`src/rtl/mem_stage_if.sv`:
```
// Data-memory read port between the MEM stage (master) and the data memory (slave).
interface mem_stage_if;
    logic        dmem_req;
    logic [31:0] dmem_addr;
    logic        dmem_ack;
    logic [31:0] dmem_rdata;

    modport master (output dmem_req, output dmem_addr, input dmem_ack, input dmem_rdata);
    modport slave  (input dmem_req, input dmem_addr, output dmem_ack, output dmem_rdata);
endinterface

```
`src/rtl/mem_stage.sv`:
```
// MEM pipeline stage: branch resolution, stalling data-memory loads and the MEM/WB register.
// Optional feature MEM_STAGE_MISALIGN_TRAP_EN: misaligned LH/LHU/LW trap instead of accessing memory.
module mem_stage (
    input  logic        clk,
    input  logic        reset,
    input  logic        memread_MEM,
    input  logic        regwrite_MEM,
    input  logic        j_MEM,
    input  logic        br_MEM,
    input  logic        EQ_MEM,
    input  logic        LT_MEM,
    input  logic        LTU_MEM,
    input  logic [2:0]  funct3_MEM,
    input  logic [4:0]  rd_MEM,
    input  logic [31:0] BTA_MEM,
    input  logic [31:0] ALU_data_MEM,
    mem_stage_if.master dmem,
    output logic        redirect,
    output logic [31:0] redirect_pc,
    output logic        stall,
    output logic        regwrite_WB,
    output logic [4:0]  rd_WB,
    output logic [31:0] wb_data_WB
`ifdef MEM_STAGE_MISALIGN_TRAP_EN
    ,
    output logic        misalign_WB
`endif
);
    typedef enum logic [1:0] {ST_IDLE = 2'd0, ST_WAIT = 2'd1, ST_DONE = 2'd2} state_t;

    state_t      state_r;
    logic [31:0] load_buf_r;
    logic        cond_s;
    logic        misalign_s;
    logic        load_start_s;
    logic        busy_s;

    function automatic logic [31:0] format_load(input logic [2:0] f3, input logic [1:0] a,
                                                input logic [31:0] w);
        logic [7:0]  b;
        logic [15:0] h;
        case (a)
            2'd0:    b = w[7:0];
            2'd1:    b = w[15:8];
            2'd2:    b = w[23:16];
            default: b = w[31:24];
        endcase
        h = a[1] ? w[31:16] : w[15:0];
        case (f3)
            3'b000:  format_load = {{24{b[7]}}, b};
            3'b001:  format_load = {{16{h[15]}}, h};
            3'b010:  format_load = w;
            3'b100:  format_load = {24'd0, b};
            3'b101:  format_load = {16'd0, h};
            default: format_load = 32'd0;
        endcase
    endfunction

    // Branch condition select and redirect
    always_comb begin
        case (funct3_MEM)
            3'b000:  cond_s = EQ_MEM;
            3'b001:  cond_s = ~EQ_MEM;
            3'b100:  cond_s = LT_MEM;
            3'b101:  cond_s = ~LT_MEM;
            3'b110:  cond_s = LTU_MEM;
            3'b111:  cond_s = ~LTU_MEM;
            default: cond_s = 1'b0;
        endcase
        redirect    = j_MEM | (br_MEM & cond_s);
        redirect_pc = BTA_MEM;
    end

`ifdef MEM_STAGE_MISALIGN_TRAP_EN
    // Misaligned halfword/word loads skip memory and trap in WB
    always_comb begin
        case (funct3_MEM)
            3'b001, 3'b101: misalign_s = memread_MEM & ALU_data_MEM[0];
            3'b010:         misalign_s = memread_MEM & (ALU_data_MEM[1:0] != 2'b00);
            default:        misalign_s = 1'b0;
        endcase
    end
`else
    assign misalign_s = 1'b0;
`endif

    // Request/stall decode; reset forces both low so an in-flight request drops at once
    always_comb begin
        load_start_s = memread_MEM & ~misalign_s;
        if (reset) begin
            busy_s = 1'b0;
        end else if (state_r == ST_WAIT) begin
            busy_s = 1'b1;
        end else if (state_r == ST_IDLE) begin
            busy_s = load_start_s;
        end else begin
            busy_s = 1'b0;
        end
    end

    assign stall          = busy_s;
    assign dmem.dmem_req  = busy_s;
    assign dmem.dmem_addr = {ALU_data_MEM[31:2], 2'b00};

    // Load FSM and read-data buffer; acks are only accepted while waiting
    always_ff @(posedge clk or posedge reset) begin
        if (reset) begin
            state_r    <= ST_IDLE;
            load_buf_r <= 32'd0;
        end else begin
            case (state_r)
                ST_IDLE: begin
                    if (load_start_s) begin
                        state_r <= ST_WAIT;
                    end
                end
                ST_WAIT: begin
                    if (dmem.dmem_ack) begin
                        load_buf_r <= dmem.dmem_rdata;
                        state_r    <= ST_DONE;
                    end
                end
                ST_DONE: state_r <= ST_IDLE;
                default: state_r <= ST_IDLE;
            endcase
        end
    end

    // MEM/WB register: bubble while stalled, otherwise advance
    always_ff @(posedge clk or posedge reset) begin
        if (reset) begin
            regwrite_WB <= 1'b0;
            rd_WB       <= 5'd0;
            wb_data_WB  <= 32'd0;
        end else if (busy_s) begin
            regwrite_WB <= 1'b0;
        end else begin
            regwrite_WB <= regwrite_MEM & ~misalign_s;
            rd_WB       <= rd_MEM;
            wb_data_WB  <= load_start_s ? format_load(funct3_MEM, ALU_data_MEM[1:0], load_buf_r)
                                        : ALU_data_MEM;
        end
    end

`ifdef MEM_STAGE_MISALIGN_TRAP_EN
    // One-cycle misaligned-load flag alongside the MEM/WB register
    always_ff @(posedge clk or posedge reset) begin
        if (reset) begin
            misalign_WB <= 1'b0;
        end else if (busy_s) begin
            misalign_WB <= 1'b0;
        end else begin
            misalign_WB <= misalign_s;
        end
    end
`endif
endmodule

```
`src/flat_wrapper.sv`:
```
// flat-port wrapper written by rule: the top's interface ports become plain ports
module mem_stage_flat 
  (clk, reset, memread_MEM, regwrite_MEM, j_MEM, br_MEM, EQ_MEM, LT_MEM, LTU_MEM, funct3_MEM, rd_MEM, BTA_MEM, ALU_data_MEM, redirect, redirect_pc, stall, regwrite_WB, rd_WB, wb_data_WB, dmem_dmem_req, dmem_dmem_addr, dmem_dmem_ack, dmem_dmem_rdata);
  mem_stage_if dmem_i ();
  input  logic clk;
  input  logic reset;
  input  logic memread_MEM;
  input  logic regwrite_MEM;
  input  logic j_MEM;
  input  logic br_MEM;
  input  logic EQ_MEM;
  input  logic LT_MEM;
  input  logic LTU_MEM;
  input  logic [2:0] funct3_MEM;
  input  logic [4:0] rd_MEM;
  input  logic [31:0] BTA_MEM;
  input  logic [31:0] ALU_data_MEM;
  output logic redirect;
  output logic [31:0] redirect_pc;
  output logic stall;
  output logic regwrite_WB;
  output logic [4:0] rd_WB;
  output logic [31:0] wb_data_WB;
  output wire logic [$bits(dmem_i.dmem_req)-1:0] dmem_dmem_req;
  output wire logic [$bits(dmem_i.dmem_addr)-1:0] dmem_dmem_addr;
  input wire logic [$bits(dmem_i.dmem_ack)-1:0] dmem_dmem_ack;
  input wire logic [$bits(dmem_i.dmem_rdata)-1:0] dmem_dmem_rdata;
  assign dmem_dmem_req = dmem_i.dmem_req;
  assign dmem_dmem_addr = dmem_i.dmem_addr;
  assign dmem_i.dmem_ack = dmem_dmem_ack;
  assign dmem_i.dmem_rdata = dmem_dmem_rdata;
  mem_stage u_core (.clk(clk), .reset(reset), .memread_MEM(memread_MEM), .regwrite_MEM(regwrite_MEM), .j_MEM(j_MEM), .br_MEM(br_MEM), .EQ_MEM(EQ_MEM), .LT_MEM(LT_MEM), .LTU_MEM(LTU_MEM), .funct3_MEM(funct3_MEM), .rd_MEM(rd_MEM), .BTA_MEM(BTA_MEM), .ALU_data_MEM(ALU_data_MEM), .dmem(dmem_i), .redirect(redirect), .redirect_pc(redirect_pc), .stall(stall), .regwrite_WB(regwrite_WB), .rd_WB(rd_WB), .wb_data_WB(wb_data_WB));
endmodule
```
`config.mk`:
```
export PLATFORM = sky130hd
export DESIGN_NAME = mem_stage_flat
export DESIGN_NICKNAME = d
export VERILOG_FILES = /design/src/rtl/mem_stage_if.sv /design/src/rtl/mem_stage.sv /design/src/flat_wrapper.sv
export SDC_FILE = /design/constraint.sdc
export NUM_CORES = 1
export LEC_CHECK = 0
export BUFFER_PORTS_ARGS = -buffer_cell sky130_fd_sc_hd__buf_4
export CAP_MARGIN = 20
export CORE_UTILIZATION = 38
export DETAILED_ROUTE_END_ITERATION = 10
export GPL_ROUTABILITY_DRIVEN = 0
export PLACE_DENSITY = 0.78
export SYNTH_ARGS = -nofsm -noshare
export SYNTH_HDL_FRONTEND = slang
export SYNTH_SLANG_ARGS = --single-unit
```
`constraint.sdc`:
```
create_clock -name clk -period 3.17 [get_ports clk]
set_input_delay 0.1585 -clock clk [delete_from_list [all_inputs] [get_ports clk]]
set_output_delay 0.1585 -clock clk [all_outputs]
set_load 0.05 [all_outputs]
```
Word level (Yosys, flattened, before mapping)
Cells that the tools add are included.
{"block": "classes", "reduce_logical": 5, "mux": 12, "eq_ne": 11, "bitwise_logic": 5}
{"op": "32-bit case mux with 5 select lines", "count": 1}
{"op": "32-bit 2-to-1 mux", "count": 1}
{"op": "8-bit case mux with 3 select lines", "count": 1}
{"op": "16-bit 2-to-1 mux", "count": 1}
{"op": "3-bit equality test, second input constant", "count": 4}
{"op": "1-bit case mux with 6 select lines", "count": 1}
{"op": "2-bit by 1-bit equality test with 1-bit output, second input constant", "count": 2}
{"op": "2-bit zero test", "count": 2}
{"op": "1-bit 2-to-1 mux", "count": 4}
{"op": "2-bit 2-to-1 mux", "count": 2}
{"op": "2-bit inequality test, second input constant", "count": 2}
{"op": "2-bit case mux with 2 select lines", "count": 1}
{"op": "2-bit AND reduction", "count": 2}
{"op": "3-bit by 1-bit equality test with 1-bit output, second input constant", "count": 1}
{"op": "3-bit by 2-bit equality test with 1-bit output, second input constant", "count": 1}
{"op": "3-bit zero test", "count": 1}
{"op": "1-bit NOT", "count": 3}
{"op": "2-bit equality test, second input constant", "count": 1}
{"op": "1-bit AND", "count": 1}
{"op": "1-bit bitwise OR", "count": 1}
{"block": "word_totals", "input_bits": 114, "output_inout_bits": 105, "ff_bits": 72, "word_cells": 38}

Logic depth before layout (Yosys ltp)
{"block": "logic_depth", "depth_word": 5, "depth_mapped": 8, "mapped_depth_nobuf": 5}

Worst setup path before layout
OpenSTA, ideal clock, no wires.
{"block": "synth_timing", "path_kind": "flip-flop to output port", "startpoint": "reg u_core.state_r[1]", "endpoint": "out stall", "slack_ns": 1.147, "n_path_buf": 3, "t_arrival_ns": 1.865, "stages_incl_launch_ff": 5, "required_ns": 3.012, "cell_sequence": "dfrtp_1 -> nor3_1 -> buf_2 -> buf_1 -> buf_4"}
{"block": "synth_via", "elab_chain_len": 4, "elab_cells_between_ends": 5, "cone_classes": "1 x eq/ne; 3 x mux; 1 x reduce/logical"}
{"item": "start: declaration", "line": "mem_stage.sv:31", "source": "state_t state_r;"}
{"item": "start signal: assignment", "line": "mem_stage.sv:108", "source": "state_r <= ST_IDLE;"}
{"item": "start signal: assignment", "line": "mem_stage.sv:114", "source": "state_r <= ST_WAIT;"}
{"item": "start signal: assignment", "line": "mem_stage.sv:120", "source": "state_r <= ST_DONE;"}
{"item": "2-bit zero test", "line": "mem_stage.sv:94", "source": "end else if (state_r == ST_IDLE) begin"}
{"item": "1-bit 2-to-1 mux", "line": "mem_stage.sv:94"}
{"item": "1-bit 2-to-1 mux *", "line": "mem_stage.sv:92", "source": "end else if (state_r == ST_WAIT) begin"}
{"item": "1-bit 2-to-1 mux *", "line": "mem_stage.sv:90", "source": "if (reset) begin"}
{"item": "end: declaration", "line": "flat_wrapper.sv:20", "source": "output logic stall;"}
Every way passes the cells marked *; elsewhere a longest branch is shown, timed or not.

Worst setup path after layout
{"block": "layout_timing", "startpoint": "in reset", "endpoint": "out dmem_dmem_req"}
{"block": "layout_via", "elab_chain_len": 1}
{"item": "start: declaration", "line": "flat_wrapper.sv:6", "source": "input logic reset;"}
{"item": "1-bit 2-to-1 mux", "line": "mem_stage.sv:90"}
{"item": "end: declaration", "line": "flat_wrapper.sv:24", "source": "output wire logic [$bits(dmem_i.dmem_req)-1:0] dmem_dmem_req;"}
No other way between the ends.

==> flow_summary.yaml <==
outcome:
  outcome: "completed"
setup_path:
  cp_max_fo: 32
  timing.rr.start: "u_core.load_buf_r[15]"
  cp-end-kind: "output port"
  reg2reg_depth: 5
  required_ns: 3.01
  worstPathArrival_ns: 2.09
  critPathLaunchType: "primary input"
  critPathKind: "in -> out"
  crit_start: "reset"
hold_path:
  hp-start: "dmem_dmem_rdata[12]"
  hp-class: "in -> reg"
  whs_path_depth: 3
clock_tree:
  cts_root_buffer: "clkbuf_8"
  clock_path_buffers: 2
  htreeDepth: 3
  cts_setup_buffers: 0
  postCtsHoldBufs: 11
  cts_buffers: 9
  worstSkewPairLatency_ns: 0.35
  cts_num_sinks: 72
  cts.repair.resized: 0
  tritoncts: "yes"
  path_clk_slew_ns: 0.08
logic_synthesis:
  syn_avg_cell_area_um2: 9.37
  synth_edf_count: 0
  synth_top_flop_cell: "dfrtp_1"
  yosys-top-cells-area: "dfrtp_1 (46%), buf_4 (13%), nand2_1 (11%)"
  synth.most_common_cell: "nand2_1"
  synthCells: 417
  syn_area_mm2: 0.00391
  synth_common_cells: "nand2_1 (112), dfrtp_1 (72), buf_4 (67)"
  ys_seq_elements: 72
  synth.distinct_cells: 35
  yosysWarnings: 0
  synth.top_cell.area_share: 0.461
  synth-async-reset-ratio: 1.00
  ys_seq_area_frac: 0.461
  yosysTopAreaCell: "dfrtp_1"
pwr:
  peakVddDrop_mv: 0.267
  p_leak_nw: 2.46
  powerDensity_mw_per_mm2: 777
grt:
  grt_pass1_wl_um: 16000
  antenna_found_initial: 0
  grt_max_degree: 34
  track_usage: 0.201
  grt_overflow: 0
  first_global_vias: 3197
sta:
  slew_viol_final: 0
  layout_min_cycle_time_ns: 2.24
  rsz0062_at_grt: "false"
  worst_pin_slew_ns: 0.922
  finalSetupViolCount: 0
  final.setup.tns_ns: 0
  fmax_ghz: 0.446
  min_period_over_period: 0.708
  report.final.hold_viol_count: 0
  clock_skew_ns: 0.0101
  slew_headroom: 0.385
  layout_setup_ws_ns: 0.926
layout:
  final_core_util: 0.508
  diodes: 0
  layout-drive-gt1-share: 0.369
  final_cells: 648
  nNetsFinal: 624
  final_cell_area_mm2: 0.00501
  area_growth_pct: 28.3
  multi_input_area_mm2: 0.00150
  register_area_mm2: 0.00180
  n_fill_cell: 895
place:
  dp_hpwl_um: 8090
  place_ws_ns: 1.27
  dp.cells: 621
  place.port_buffers: 152
  postPlaceCellArea_mm2: 0.00467
floorplanning:
  die_y_um: 103
  start_util: 0.396
  core_mm2: 0.00986
  die-area_mm2: 0.0107
  io-pin-count: 219
  placementRows: 36
  chipWidth_um: 103
run:
  maxCapViolCount: 0
routing:
  drc: 0
  dr.pass1.iters: 5
  vias_per_cell: 5.25
  ant_nets: 0
  wl_per_cell_um: 16.7
  wirelength_um: 10900
  drtIter0Drc: 200
  vias: 3403
[per-stage QoR]
| stage | power (mW) | hold slack, ns |
|---|---|---|
| global placement | 3.02 | 0.243 |
| detailed placement | 3.06 | 0.256 |
| finish | 3.90 | 0.00552 |
| floorplan | 2.64 | 0.254 |
| CTS | 3.90 | 0.0000869 |
| global route | 4.10 | 0.00702 |
[flip-flops by register name (all words and copies together) (netlist names)]
name,count
u_core.regwrite_WB,1
u_core.state_r,2
u_core.load_buf_r,32
u_core.wb_data_WB,32
u_core.rd_WB,5
[final timing paths]
path / end / slack [ns]
max in group asynchronous: u_core.wb_data_WB[2] / 1.96
hold / removal: u_core.load_buf_r[12] / 0.006
min in group asynchronous: u_core.wb_data_WB[29] / 0.43
hold reg to reg: u_core.rd_WB[4] / 0.51
setup / recovery: dmem_dmem_req / 0.93
setup reg to reg: u_core.wb_data_WB[28] / 1.21
[kinds of logic (layout without fill, tap and decap cells)]
group | count (synthesis) | in the layout | share of synthesized area
AND/OR/NAND/NOR | 132 | 132 | 0.144
AO/OA/AOI/OAI | 95 | 95 | 0.170
XOR/XNOR | 2 | 2 | 0.00448
buffers and inverters | 92 | 189 | 0.159
multiplexers | 23 | 23 | 0.0605
other | 1 | 2 | 0.000960
flip-flops | 72 | 72 | 0.461
[worst max-delay path: stages]
cell,delay [ns]
dlygate4sd3_1,0.54
buf_4,0.16
nor3_2,0.49
buf_4,0.46
buf_4,0.27
[report_power, final]
group / internal, mW / switching (mW)
combinational: 0.531 / 0.987
clock: 0.488 / 0.347
sequential: 1.23 / 0.314
[layout make-up]
cell class	count	share of cell area
clock buffers	12	0.0310
clock inverters	4	0.0152
inverters	3	0.00225
multi-input cells	254	0.299
flip-flops and latches	72	0.359
well taps	133	0.0332
repair buffers	170	0.260
[metal layers]
layer	up-vias	routed length, um	global-route usage	part of all wire
met5	-	0	0	0
met4	0	326	0.0986	0.030
met3	32	967	0.0423	0.089
met2	198	5020	0.321	0.46
met1	1605	4530	0.261	0.42
li1	1568	-	-	-
[layout by cell type, fill, tap and decap left out, types with 5 or more instances in the layout]
cell,count
a21oi_1,23
a221o_1,17
a221oi_1,8
a22oi_1,16
buf_4,159
clkbuf_8,11
dfrtp_1,72
dlygate4sd3_1,11
mux2_2,5
mux2i_1,18
nand2_1,112
nor2_1,5
o21ai_0,17
o22ai_1,7
Note: power is estimated with default switching activity, not from simulation.
